`src/rtl/uart_sched.sv`:
```
// Shared-access front end for the single UART: round-robin TX arbitration with frame lock,
// idle-only baud divisor updates and a one-deep RX holding buffer.
module uart_sched #(
    parameter int          NREQ      = 4,
    parameter logic [11:0] DIV_RESET = 12'd103
) (
    input  logic              clk,
    input  logic              rst,
    input  logic [NREQ-1:0]   req_valid,
    input  logic [8*NREQ-1:0] req_data,
    input  logic [NREQ-1:0]   req_last,
    output logic [NREQ-1:0]   req_ready,
    output logic [2:0]        grant_id,
    output logic              locked,
    input  logic [11:0]       cfg_divisor,
    input  logic              cfg_we,
    output logic              cfg_pending,
    output logic [11:0]       uart_divisor,
    output logic [7:0]        uart_din,
    output logic              uart_start,
    input  logic              uart_busy,
    input  logic [7:0]        uart_dout,
    input  logic              uart_has_byte,
    output logic              uart_clr_hb,
    output logic [7:0]        rx_data,
    output logic              rx_valid,
    input  logic              rx_ready
);
    typedef enum logic [2:0] {S_IDLE, S_ARB, S_START, S_GUARD, S_DRAIN} state_t;

    state_t      state_q, state_d;
    logic [2:0]  grant_q, grant_d;
    logic        locked_q, locked_d;
    logic [7:0]  din_q, din_d;
    logic        guard_q, guard_d;
    logic [11:0] div_q, div_d;
    logic [11:0] pend_val_q, pend_val_d;
    logic        pend_q, pend_d;
    logic [7:0]  rx_data_q, rx_data_d;
    logic        rx_valid_q, rx_valid_d;
    logic        clr_q, clr_d;

    logic [7:0]  valid_ext;
    logic [7:0]  last_ext;
    logic [7:0]  data_arr [8];
    logic        found;
    logic [2:0]  win;
    logic [2:0]  idx;
    logic        apply;
    logic        capture;

    // Requester vectors widened to 8 so a 3-bit grant index is always in range.
    always_comb begin
        valid_ext = '0;
        last_ext  = '0;
        valid_ext[NREQ-1:0] = req_valid;
        last_ext[NREQ-1:0]  = req_last;
        for (int i = 0; i < 8; i++) data_arr[i] = '0;
        for (int i = 0; i < NREQ; i++) data_arr[i] = req_data[8*i +: 8];
    end

    always_comb begin
        found = 1'b0;
        win   = grant_q;
        idx   = grant_q;
        if (locked_q) begin
            found = valid_ext[grant_q];
        end else begin
            for (int k = 1; k <= NREQ; k++) begin
                idx = 3'((int'(grant_q) + k) % NREQ);
                if (!found && valid_ext[idx]) begin
                    found = 1'b1;
                    win   = idx;
                end
            end
        end
    end

    always_comb begin
        state_d    = state_q;
        grant_d    = grant_q;
        locked_d   = locked_q;
        din_d      = din_q;
        guard_d    = guard_q;
        div_d      = div_q;
        pend_val_d = pend_val_q;
        pend_d     = pend_q;
        rx_data_d  = rx_data_q;
        rx_valid_d = rx_valid_q;
        clr_d      = 1'b0;

        case (state_q)
            S_IDLE: state_d = S_ARB;
            S_ARB: begin
                if (found) begin
                    din_d    = data_arr[win];
                    grant_d  = win;
                    locked_d = !last_ext[win];
                    state_d  = S_START;
                end
            end
            S_START: begin
                guard_d = 1'b1;
                state_d = S_GUARD;
            end
            // UART asserts busy only two cycles after start, so busy is not trusted here.
            S_GUARD: begin
                if (guard_q == 1'b0) state_d = S_DRAIN;
                else                 guard_d = 1'b0;
            end
            S_DRAIN: if (!uart_busy) state_d = S_IDLE;
            default: state_d = S_IDLE;
        endcase

        apply = pend_q && !locked_q && !uart_busy && (state_q == S_IDLE || state_q == S_ARB);
        if (apply) begin
            div_d  = pend_val_q;
            pend_d = 1'b0;
        end
        if (cfg_we) begin
            pend_val_d = cfg_divisor;
            pend_d     = 1'b1;
        end

        // clr_q blanks the cycle in which the UART's has_byte has not yet dropped.
        capture = uart_has_byte && !rx_valid_q && !clr_q;
        if (capture) begin
            rx_data_d  = uart_dout;
            rx_valid_d = 1'b1;
            clr_d      = 1'b1;
        end else if (rx_valid_q && rx_ready) begin
            rx_valid_d = 1'b0;
        end
    end

    always_ff @(posedge clk) begin
        if (rst) begin
            state_q    <= S_IDLE;
            grant_q    <= 3'(NREQ - 1);
            locked_q   <= 1'b0;
            din_q      <= '0;
            guard_q    <= 1'b0;
            div_q      <= DIV_RESET;
            pend_val_q <= '0;
            pend_q     <= 1'b0;
            rx_data_q  <= '0;
            rx_valid_q <= 1'b0;
            clr_q      <= 1'b0;
        end else begin
            state_q    <= state_d;
            grant_q    <= grant_d;
            locked_q   <= locked_d;
            din_q      <= din_d;
            guard_q    <= guard_d;
            div_q      <= div_d;
            pend_val_q <= pend_val_d;
            pend_q     <= pend_d;
            rx_data_q  <= rx_data_d;
            rx_valid_q <= rx_valid_d;
            clr_q      <= clr_d;
        end
    end

    always_comb begin
        req_ready = '0;
        for (int i = 0; i < NREQ; i++)
            req_ready[i] = (state_q == S_START) && (grant_q == 3'(i));
    end

    assign uart_start   = (state_q == S_START);
    assign grant_id     = grant_q;
    assign locked       = locked_q;
    assign cfg_pending  = pend_q;
    assign uart_divisor = div_q;
    assign uart_din     = din_q;
    assign uart_clr_hb  = clr_q;
    assign rx_data      = rx_data_q;
    assign rx_valid     = rx_valid_q;
endmodule

```
`config.mk`:
```
export PLATFORM = sky130hd
export DESIGN_NAME = uart_sched
export DESIGN_NICKNAME = d
export VERILOG_FILES = /design/src/rtl/uart_sched.sv
export SDC_FILE = /design/constraint.sdc
export NUM_CORES = 1
export LEC_CHECK = 0
export ABC_AREA = 1
export ABC_CLOCK_PERIOD_IN_PS = 5700
export BUFFER_PORTS_ARGS = -buffer_cell sky130_fd_sc_hd__buf_2
export CAP_MARGIN = 10
export CORE_MARGIN = 3
export CORE_UTILIZATION = 40
export DETAILED_ROUTE_END_ITERATION = 7
export GPL_TIMING_DRIVEN = 0
export PLACE_DENSITY = 0.68
export SYNTH_ARGS = -nofsm -noshare
export SYNTH_HDL_FRONTEND = slang
export SYNTH_SLANG_ARGS = --single-unit
```
`constraint.sdc`:
```
create_clock -name clk -period 5.7 [get_ports clk]
set_input_delay 1.14 -clock clk [delete_from_list [all_inputs] [get_ports clk]]
set_output_delay 1.14 -clock clk [all_outputs]
set_load 0.01 [all_outputs]
```
# Yosys cells after proc, flatten, opt, wreduce, memory -nomap -nowiden
# Cells that the tools add are included.
# W data, S select, Z words.
# totals
ff_bits	51
elab_cells	108
# classes
addsub	4
magnitude_cmp	7
n_eq_ne	10
mux	38
bitwise_logic	5
reduce_logical	33
# ops
operator	count
$bmux W8 S3	1
$lt A3 B4 Y1 const B	6
$mux W3	8
$mux W1	19
$bmux W1 S3	6
$mux W8	2
$pmux W3 S5	1
$logic_and A1 B1 Y1	13
$eq A3 B2 Y1 const B	4
$logic_not A1 Y1	8
$reduce_or A2 Y1	4
$eq A3 B1 Y1 const B	2
$logic_not A3 Y1	2
$ne A2 B2 Y1 const B	3
$reduce_bool A2 Y1	3
$add A2 B1 Y2 const B	2
$add A2 B2 Y2 const B	2
$and A1 B1 Y1 const A	4
$ge A4 B4 Y1 const B	1
$not A3 Y4	1
$eq A3 B3 Y1 const B	1
$reduce_and A3 Y1	1
$pmux W1 S2	1
$reduce_and A2 Y1	1
$logic_or A1 B1 Y1	1

# Depth between registers and ports, before layout
# logic_depth
word_depth	23
ltp_mapped	18
mapped_depth_nobuf	16

# Least setup slack after synthesis
# Ideal clock, no wire load.
# synth_timing
path_kind	input to register
start	input port req_valid[1]
end	register din_q[2], in the netlist uart_din[2]
arrival_time_ns	2.184
slack_ns	3.379
cell_stages	15
path_buffers	1
cell_sequence	nand2_1 nand3_2 nand2_2 nand2_1 nand2_2 nand2_4 nand2_2 nand2_4 nand2_2 buf_6 nand2_1 nand3_1 nand2_1 nand2_1 a21oi_2
# synth_between
elab_chain_len	20
elab_cells_between_ends	34
cone_classes	26 x mux; 1 x bitwise; 7 x reduce/logical
# synth_rtl
item	line	source
start: declaration	9	input logic [NREQ-1:0] req_valid,
$bmux W1 S3	71	if (!found && valid_ext[idx]) begin
$mux W1 (not written as such)	71	
$mux W1	71	
$mux W1	66	if (locked_q) begin
$logic_not A1 Y1	71	
$logic_and A1 B1 Y1	71	
$mux W1	71	
$mux W1	66	
[... 3 more ...]	--	
$mux W1	66	
$logic_not A1 Y1	71	
$logic_and A1 B1 Y1	71	
$mux W3	71	
$mux W3	66	
$not A3 Y4 (not written as such)	96	din_d = data_arr[win];
$bmux W8 S3	96	
$mux W8 (not written as such) (2 in a row)	96	
end signal: assignment	153	din_q <= din_d;
end: declaration	34	logic [7:0] din_q, din_d;
# Parallel ways exist; a longest one is shown, timed or not. The select of a mux whose other input is x is not followed.
# A chain may end at the register's enable or synchronous reset.

# Worst setup path in the final report
# layout_timing
start	register grant_q[1], in the netlist grant_id[1]
end	output port req_ready[1]
# layout_between
elab_chain_len	2
# layout_rtl
item	line	source
start: declaration	32	logic [2:0] grant_q, grant_d;
start signal: assignment	139	grant_q <= 3'(NREQ - 1);
start signal: assignment	151	grant_q <= grant_d;
$eq A3 B1 Y1	167	req_ready[i] = (state_q == S_START) && (grant_q == 3'(i));
$logic_and A1 B1 Y1	167	
end: declaration	12	output logic [NREQ-1:0] req_ready,
# No other way between the ends.

==> flow_metrics.py <==
metrics = {
    "sta": {
        "finalCritPeriodShare": 0.448,
        "slew_headroom": 0.573,
        "hold_viol": 0,
        "tns_ps": 0,
        "fin_worst_skew_ps": 7.83,
        "clock.fmax_mhz": 392,
        "setup_viol": 0,
        "grt_setup_unrepaired": "no",
        "tightest_slew_ps": 641,
        "final-max-slew-violation-count": 0,
        "final.min_clock_period_ps": 2550,
    },
    "min_path": {
        "hp-class": "register to register",
        "worstHoldStart": "rx_data[0]$_SDFFE_PP0P_",
        "hold_end": "rx_data[0]$_SDFFE_PP0P_",
        "holdPathStages": 2,
    },
    "synthesis": {
        "ys_seq_area_frac": 0.385,
        "syn_inst": 399,
        "synthesis.area_sq_um": 2660,
        "synth_top_cell_by_area": "dfxtp_1",
        "yosysWarningCount": 0,
        "synth_cell_type_count": 25,
        "syn_nets": 469,
        "synth-seq-cells": 51,
        "avgSynthCellArea_sq_um": 6.65,
        "synth.top_cell.area_share": 0.385,
        "yosys-top-cells-area": "dfxtp_1 38%, nand2_1 12%, nand3_1 9.0%",
    },
    "worst_setup_path": {
        "critPathArrivalTime_ps": 1410,
        "critPathKind": "register to output port",
        "timing.rr.end": "uart_din[7]$_SDFFE_PP0P_",
        "required_ps": 4560,
        "endpoint_kind": "output port",
        "worst-path-max-fanout": 8,
        "startpoint_type": "register",
        "reg2regPathDepth": 13,
        "rr_startpoint": "grant_id[1]$_SDFFE_PP1P_",
        "reg2reg_slack_ps": 3420,
    },
    "pwr": {
        "p_leak_nw": 1.85,
        "p_per_area_nw_per_um2": 473,
        "peakVddDrop_mv": 0.267,
    },
    "global_route": {
        "grt_max_degree": 18,
        "grt_use_met3": 0.0378,
        "use_met1": 0.221,
        "grt_pass1_wl_um": 10700,
        "grt_pass1_vias": 2487,
        "gr-total-overflow": 0,
        "antenna_found_initial": 0,
        "grt_use_met2": 0.286,
        "grtUsageTotal": 0.171,
        "top_usage_layer": "met2",
    },
    "final_layout": {
        "final_cells": 588,
        "layout.nets": 580,
        "diodes": 0,
        "syn_to_final_growth_pct": 26.7,
        "drive_above_1_share": 0.294,
    },
    "placement": {
        "port_buffers": 104,
        "dp_hpwl_um": 5230,
        "gp_congestion": 0.854,
        "dp.cells": 580,
    },
    "route": {
        "ant_nets": 0,
        "wire_per_inst_um": 11.1,
        "vias_per_cell": 4.73,
        "vias": 2780,
        "drt_iter0_markers": 80,
        "postRouteWirelength_um": 6550,
        "drc": 0,
        "first_pass_iters": 4,
    },
    "floorplanning": {
        "ioPinCount": 106,
        "coreArea_sq_um": 6390,
        "start_util": 0.416,
        "rows": 29,
        "die_area_sq_um": 7650,
        "die_y_um": 87.5,
        "die_w_um": 87.5,
    },
    "run": {
        "cap_violations": 0,
    },
    "clocking": {
        "hold_buffers": 0,
        "cts_tree": "built",
        "path_clk_slew_ps": 90,
        "cts_resized": 0,
        "cts_buffer_depth": 2,
        "cts_root_buf": "clkbuf_8",
        "cts.sinks": 51,
        "cts_made_buffers": 5,
        "cts_setup_buffers": 0,
        "htreeDepth": 2,
        "clkLatencyLatePin_ps": 300,
    },
    "status": {
        "status": "finished clean",
    },
}
## layout by cell type, fill, tap and decap left out, types with 4 or more instances in the layout
master    netlist  routed
nand2_2        13      13
inv_1          62      62
clkbuf_1       11      11
a21oi_1        15      15
clkbuf_8        0       5
a21oi_2         8       8
nand2_1        82      82
buf_2           3     107
dfxtp_1        51      51
ha_1            4       4
nor2_1         52      52
o21ai_0        30      30
nand3_1        48      48
## critical path, cell delays in order, from the launching register on
cell and delay, ps:
dfxtp_1 460, inv_1 200, ha_1 220, nand2_1 70, nor2_1 40, buf_2 130
## how the worst max path moves through the flow
stage | from | endpoint | slack (ps)
2_1_floorplan | req_valid[1] | uart_din[2]$_SDFFE_PP0P_ | 3380
3_3_place_gp | uart_busy | uart_divisor[8]$_SDFFE_PP0P_ | 3070
3_5_place_dp | req_valid[3] | uart_din[7]$_SDFFE_PP0P_ | 3070
4_1_cts | grant_id[1]$_SDFFE_PP1P_ | req_ready[1] | 3110
5_1_grt | grant_id[1]$_SDFFE_PP1P_ | req_ready[0] | 3000
6_report | grant_id[1]$_SDFFE_PP1P_ | req_ready[1] | 3150
## registers in the layout (all words and copies together) (netlist names)
signal	count
cfg_pending	1
grant_id	3
guard_q	1
locked	1
pend_val_q	12
rx_data	8
rx_valid	1
state_q	3
uart_clr_hb	1
uart_din	8
uart_divisor	12
## stage by stage
stage	total power [W]	util	hold WS, ps	instance area (sq um)	worst slack (ps)
6_report	0.00159	0.527	447	3360	3150
5_1_grt	0.00175	0.527	479	3360	3000
4_1_cts	0.00161	0.527	447	3360	3110
3_5_place_dp	0.00139	0.512	432	3270	3070
3_3_place_gp	0.00138	0.512	430	3270	3070
2_1_floorplan	0.00117	-	437	2660	3380
## cells by family (layout without fill, tap and decap cells)
group,after synthesis,in the layout,share of synthesized area
and+or+nand+nor,204,204,0.344
DFF,51,51,0.385
adders and majority gates,4,4,0.0189
AOI/OAI and AO/OA,57,57,0.121
buffers and inverters,83,195,0.131
## metal layers
| metal | wire length (um) | share of wire |
|---|---|---|
| met5 | 0 | 0 |
| met4 | 56 | 0.0085 |
| met3 | 336 | 0.051 |
| met2 | 3210 | 0.49 |
| met1 | 2950 | 0.45 |
## power breakdown
| group | total (W) | internal (W) | switching (W) | leakage (nW) |
|---|---|---|---|---|
| sequential | 0.000462 | 0.000422 | 0.0000393 | 0.420 |
| combinational | 0.000919 | 0.000350 | 0.000569 | 1.39 |
| clock | 0.000210 | 0.0000879 | 0.000122 | 0.0408 |
## cell usage after synthesis
master and instances:
nand4_1 2, o21ai_1 2, nand3_1 48, o21ai_0 30
or3b_2 1, inv_1 62, nand3_4 1, a21oi_1 15
buf_2 3, nand2_4 3, a21oi_2 8, nor2_1 52
o21ai_2 1, nand3_2 1, buf_6 3, inv_2 2
nand2_1 82, clkbuf_1 11, nor4_1 1, dfxtp_1 51
a211oi_1 1, inv_8 1, ha_1 4, buf_4 1
nand2_2 13
## cell type report
cell class,instances,area [sq um]
Multi-Input combinational cell,265,1280
Fill cell,656,3020
Clock buffer,5,68.8
Tap cell,77,96.3
Sequential cell,51,1020
Clock inverter,3,23.8
Buffer,18,97.6
Timing Repair Buffer,104,520
Inverter,65,251
Power figures use the tool's default switching activity.
